File: src/rtl/motor_step_seq.sv
// Stepper motor coil sequencer. Each rising edge of step_req advances
// the 3-bit phase index by one (half-step) or two (full-step) positions.
// It drives the matching coil pattern, tracks a signed position and then
// holds off further steps for a dwell period. A request edge that
// arrives while a step is in progress is dropped and recorded in the
// sticky missed_step flag.
module motor_step_seq #(
  parameter int DWELL_CYCLES = 1250,
  parameter int POS_W        = 16
) (
  input  logic             clk,
  input  logic             rst,
  input  logic             step_req,
  input  logic             dir,
  input  logic             half_step,
  input  logic             enable,
  input  logic             clr_fault,
  output logic [3:0]       coil,
  output logic             busy,
  output logic             step_done,
  output logic [POS_W-1:0] position,
  output logic             missed_step
);

  // The dwell counter runs from 0 to DWELL_CYCLES-2, which gives
  // DWELL_CYCLES-1 cycles. With the single STEP cycle added, step_done
  // pulses are at least DWELL_CYCLES cycles apart.
  localparam int CNT_W = (DWELL_CYCLES > 2) ? $clog2(DWELL_CYCLES) : 1;
  localparam logic [CNT_W-1:0] DWELL_LAST =
    CNT_W'((DWELL_CYCLES >= 2) ? DWELL_CYCLES - 2 : 0);

  typedef enum logic [1:0] {IDLE, STEP, DWELL, WAIT_LOW} state_t;

  state_t           state_q, state_d;
  logic             req_q, req_d;
  logic             armed_q, armed_d;
  logic [CNT_W-1:0] cnt_q, cnt_d;
  logic [2:0]       phase_q, phase_d;
  logic [3:0]       coil_q, coil_d;
  logic [POS_W-1:0] pos_q, pos_d;
  logic             missed_q, missed_d;

  logic             req_edge;
  logic             do_step;
  logic [2:0]       phase_inc;
  logic [POS_W-1:0] pos_inc;

  // armed_q stays low for the first clock after reset. This keeps a
  // step_req that is already high at reset release from looking like an edge.
  assign req_edge  = armed_q & step_req & ~req_q;
  assign phase_inc = half_step ? 3'd1 : 3'd2;
  assign pos_inc   = half_step ? POS_W'(1) : POS_W'(2);

  function automatic logic [3:0] coil_of(input logic [2:0] p);
    case (p)
      3'd0:    coil_of = 4'b1000;
      3'd1:    coil_of = 4'b1100;
      3'd2:    coil_of = 4'b0100;
      3'd3:    coil_of = 4'b0110;
      3'd4:    coil_of = 4'b0010;
      3'd5:    coil_of = 4'b0011;
      3'd6:    coil_of = 4'b0001;
      default: coil_of = 4'b1001;
    endcase
  endfunction

  // State register
  // NOTE: sequential blocks use non-blocking (<=) so every flop samples pre-edge values.
  always_ff @(posedge clk or negedge rst) begin
    if (!rst) state_q <= IDLE;
    else      state_q <= state_d;
  end

  // Next-state logic; dropping enable aborts any state back to IDLE
  // NOTE: default assignment first so no path leaves state_d unassigned (no latch).
  always_comb begin
    state_d = state_q;
    if (!enable) begin
      state_d = IDLE;
    end else begin
      case (state_q)
        IDLE:     if (req_edge) state_d = STEP;
        STEP:     state_d = DWELL;
        DWELL:    if (cnt_q == DWELL_LAST) state_d = step_req ? WAIT_LOW : IDLE;
        WAIT_LOW: if (!step_req) state_d = IDLE;
        default:  state_d = IDLE;
      endcase
    end
  end

  // FSM outputs: busy outside IDLE, step_done for the single STEP cycle
  always_comb begin
    busy      = (state_q != IDLE);
    step_done = (state_q == STEP) && enable;
  end

  assign do_step = step_done;

  // Datapath next values: dwell count, phase/position update, coil decode, fault flag
  always_comb begin
    req_d    = step_req;
    armed_d  = 1'b1;
    cnt_d    = '0;
    phase_d  = phase_q;
    pos_d    = pos_q;
    missed_d = missed_q;
    if (state_q == DWELL) cnt_d = cnt_q + CNT_W'(1);
    if (do_step) begin
      phase_d = dir ? phase_q + phase_inc : phase_q - phase_inc;
      pos_d   = dir ? pos_q + pos_inc : pos_q - pos_inc;
    end
    // The coil is decoded from the next phase so the new pattern and the
    // phase update land on the same edge. Disabling gives 0000 one edge later.
    coil_d = enable ? coil_of(phase_d) : 4'b0000;
    // A new missed edge takes priority over a coincident clear.
    if (req_edge && (state_q != IDLE)) missed_d = 1'b1;
    else if (clr_fault)                missed_d = 1'b0;
  end

  // Datapath registers
  // NOTE: every flop here is control/state, so all get an async reset; there is no memory array.
  always_ff @(posedge clk or negedge rst) begin
    if (!rst) begin
      req_q    <= 1'b0;
      armed_q  <= 1'b0;
      cnt_q    <= '0;
      phase_q  <= 3'd0;
      coil_q   <= 4'b0000;
      pos_q    <= '0;
      missed_q <= 1'b0;
    end else begin
      req_q    <= req_d;
      armed_q  <= armed_d;
      cnt_q    <= cnt_d;
      phase_q  <= phase_d;
      coil_q   <= coil_d;
      pos_q    <= pos_d;
      missed_q <= missed_d;
    end
  end

  assign coil        = coil_q;
  assign position    = pos_q;
  assign missed_step = missed_q;

endmodule

File: config.mk
export PLATFORM = sky130hd
export DESIGN_NAME = motor_step_seq
export DESIGN_NICKNAME = d
export VERILOG_FILES = /design/src/rtl/motor_step_seq.sv
export SDC_FILE = /design/constraint.sdc
export NUM_CORES = 1
export LEC_CHECK = 0
export CORE_MARGIN = 5
export CORE_UTILIZATION = 50
export CTS_CLUSTER_SIZE = 25
export DETAILED_ROUTE_END_ITERATION = 12
export PLACE_DENSITY = 0.85
export RECOVER_POWER = 50
export SYNTH_ARGS = -nofsm -noshare
export SYNTH_HDL_FRONTEND = slang
export SYNTH_SLANG_ARGS = --single-unit
File: constraint.sdc
create_clock -name clk -period 2.4 [get_ports clk]
set_input_delay 0.36 -clock clk [delete_from_list [all_inputs] [get_ports clk]]
set_output_delay 0.36 -clock clk [all_outputs]
set_load 0.01 [all_outputs]
==> parameters.txt <==
Parameter                              Value

Drt
  Number of remaining DRC errors ... 0
  Iteration-0 DRC Markers ... 125
  Vias per Instance ... 5.39
  Amount of wire on met2 after detailed routing ... 2.88 mm
  Routed wire length ... 5.57 mm
  Total number of vias ... 2,005
  Post-detailed-route wirelength per cell ... 15.0 um
  Met1 WL ... 2.39 mm
  Routed wire length on met3 ... 189 um
  Top layer in use ... met4
  Post-detailed-route count of antenna-violating nets ... 0
  Detailed-router iteration count before antenna repair ... 4

Critical path
  Cell-by-cell trace of the critical path ... ha_1 -> fa_2 -> a21o_1 -> a221o_1 -> a211o_1 -> a31oi_2 -> xor2_1 -> o21ai_1
  Nature of the critical path startpoint ... register
  Number of cells traversed by the worst register-to-register path ... 8
  Library cell contributing the largest single delay on the critical path ... dfrtp_1
  Reg-to-reg critical path startpoint ... position[0]$_DFFE_PN0N_
  Crit Path Category ... register to register
  WP data arrival ... 2.55 ns
  Type of destination of the critical path ... register
  Largest stage delay, worst path ... 0.40 ns
  Req. time, crit path ... 2.59 ns
  Largest driver fanout on the critical path ... 4
  Worst reg2reg endpoint ... position[14]$_DFFE_PN0N_
  Reg2Reg Setup Slack ... 0.04 ns

Logic synthesis
  Share of the synthesized netlist area taken by xor and xnor gates ... 8.88%
  Compound-Gate Fraction of Synth Area ... 16.7%
  Synthesized flop and latch total ... 39
  Dominant combinational cell family by area after synthesis ... compound AO/OA/AOI/OAI gates
  Number of enable flip-flop cells after synthesis ... 0
  Top-area cell type share of the netlist area ... 43.0%
  Most used standard cell by instance count after synthesis ... dfrtp_1
  Gate count after technology mapping ... 238
  Async set-reset flop share out of synthesis ... 100%
  Mapped Avg Cell Area ... 9.53 sq um
  Post-Syn Area ... 2270 sq um
  Leading post-synthesis cells by cell area ... dfrtp_1 43%, ha_1 9.9%, xor2_1 5.8%
  Post-synth top cells ... 39 x dfrtp_1, 33 x nand2_1, 22 x o21ai_0
  Dominant synthesized flop cell ... dfrtp_1
  Nets in the synthesized netlist ... 265
  Cell taking the most area after synthesis ... dfrtp_1
  Share of cell area taken by muxes after synthesis ... 1.38%
  Basic-gate share of the synthesized area counting and, or, nand and nor cells ... 15.7%
  Warnings, synthesis ... 0
  Sequential cell area fraction in the yosys report ... 43.0%
  Synth cell types ... 43
  Synth Area in Adders ... 11.7%

GRT
  Overflow left after global routing ... 0
  Initial antenna violation count ... 0
  GR Util All Layers ... 19.3%
  Maximum number of pins on one net before global-route repair ... 40
  Via count of the first global-routing pass ... 2,109
  Wire length of the first global-routing pass ... 9.56 mm

Clock network
  Clk Tree Root Cell ... clkbuf_8
  H-tree Lvls ... 2
  CTS tree ... built
  Worst-Skew Late Latency ... 0.30 ns
  Number of CTS-inserted buffers ... 5
  Clk sinks ... 39
  Clk pin slew, worst setup/hold paths ... 0.09 ns
  Maximum buffer depth of the clock tree ... 2
  Cts hold-fix bufs ... 0

STA
  Clock Skew ... 0.00917 ns
  Achievable clock frequency ... 424 MHz
  Final hold vios ... 0
  Unrepaired setup endpoints after global routing ... true
  Share of the clock period used by the worst path ... 98.2%
  Final critical delay including setup and external delays ... 2.36 ns
  Endpoints failing setup ... 0
  Worst slew margin ... 43.3%
  Tightest Pin Transition ... 0.851 ns
  Final count of pins violating max slew ... 0
  Sum of negative setup slack ... 0 ns
  Hold slack final ... 0.150 ns

Placement
  Final HPWL from detailed placement ... 3.92 mm
  Port Buffers ... 29
  Post-detailed-placement cell area ... 2970 sq um
  Final Wtd Congestion ... 0.840

Die
  Die Outline Area ... 5980 sq um
  Cell Rows ... 24
  Top-level port count ... 30
  Starting density of the core ... 51.7%
  Core region area ... 4380 sq um
  Die extent in x ... 77.4 um
  Die Height ... 77.4 um

Layout
  Register Area ... 977 sq um
  Fraction of the core area covered by cells at the end of the flow ... 71.3%
  Number of antenna cells inserted ... 0
  Share of final-layout standard cells stronger than drive strength 1 ... 22.8%
  Filler Cell Count ... 290
  Area occupied by multi-input gates ... 1270 sq um
  Layout area overhead ... 37.8%
  Cell area after layout ... 3130 sq um
  Total number of nets in the final design ... 346

Status
  Status ... finished, final reports clean

Run
  Max capacitance violation total ... 0

Worst hold path
  Kind of path behind the tightest hold check ... input pin to asynchronous set/reset pin

Power
  Peak VDD IR ... 0.000813 V
  Power per Cell Area ... 1140 nW/um^2
  Pleak ... 1.51 nW
  Power after layout ... 3.56 mW
per-stage QoR:
step,cells,setup slack (ns)
after floorplan,238,0.00454
after global placement,362,-0.467
after detailed placement,362,-0.530
after CTS,370,0.0134
after global routing,372,-0.0389
final,372,0.0432
layout make-up:
| cell class | count | share of cell area (%) |
|---|---|---|
| well taps | 52 | 2.08 |
| multi-input cells | 184 | 40.6 |
| repair buffers | 78 | 21.1 |
| clock inverters | 3 | 1.40 |
| inverters | 11 | 1.32 |
| flip-flops and latches | 39 | 31.3 |
| clock buffers | 5 | 2.20 |
where the power goes:
part           switching (mW)  internal [mW]  total, mW
sequential              0.140          0.832      0.972
clock                   0.257          0.310      0.566
combinational           0.911           1.11       2.02
cells by family (layout without fill, tap and decap cells):
kind of cell	count (synthesis)	in the layout
muxes	3	3
AOI/OAI and AO/OA	60	60
buffers and inverters	15	97
DFF	39	39
and+or+nand+nor	77	77
other	1	1
xor gates and xnor gates	23	23
adders and majority gates	20	20
layer usage:
layer	track usage [%]	vias up
li1	-	991
met1	23.9	969
met2	33.2	33
met3	4.17	12
met4	6.53	0
met5	0	-
state kept, by name, summed over array words and instances (netlist names):
register	count
armed_q	1
coil	4
cnt_q	11
missed_step	1
phase_q	3
state_q	2
req_q	1
position	16
critical path, delay by kind of cell (launching register included):
family                     cells  cell delay [ns]
adders and majority gates      2             0.60
DFF                            1             0.40
AOI/OAI and AO/OA              5             1.10
xor gates and xnor gates       1             0.16
worst max path at each step:
stage                            start                        to  slack [ns]  cells past startpoint
4_1_cts                            dir  position[15]$_DFFE_PN0N_        0.01                      9
3_3_place_gp                       dir  position[14]$_DFFE_PN0N_       -0.47                      9
5_1_grt        position[0]$_DFFE_PN0N_  position[12]$_DFFE_PN0N_       -0.04                      8
6_report       position[0]$_DFFE_PN0N_  position[14]$_DFFE_PN0N_        0.04                      8
3_5_place_dp                       dir  position[14]$_DFFE_PN0N_       -0.53                     10
2_1_floorplan                      dir  position[15]$_DFFE_PN0N_       0.005                      8
layout by cell type, fill, tap and decap left out, types with 2 or more instances in the layout:
cell type        instances
buf_4                   48
dfrtp_1                 38
nand2_1                 32
clkdlybuf4s50_1         25
o21ai_0                 22
nor2_1                  19
ha_1                    17
xor2_1                  15
a21oi_1                 13
inv_1                   10
xnor2_1                  8
clkbuf_8                 5
and3_1                   4
nand3_1                  4
nand3b_1                 3
a21boi_0                 3
nand4_1                  3
a21o_1                   3
a21oi_2                  3
mux2i_1                  2
or3_1                    2
nand2b_1                 2
o211a_1                  2
o211ai_1                 2
timing repair:
item,4_1_cts,5_1_grt
resized for setup,8,5
pin swaps,1,5
endpoints found under the setup margin,8,5
setup buffers,0,2
hold endpoints to repair,0,0
No activity file was read; power rests on OpenSTA's default activity.
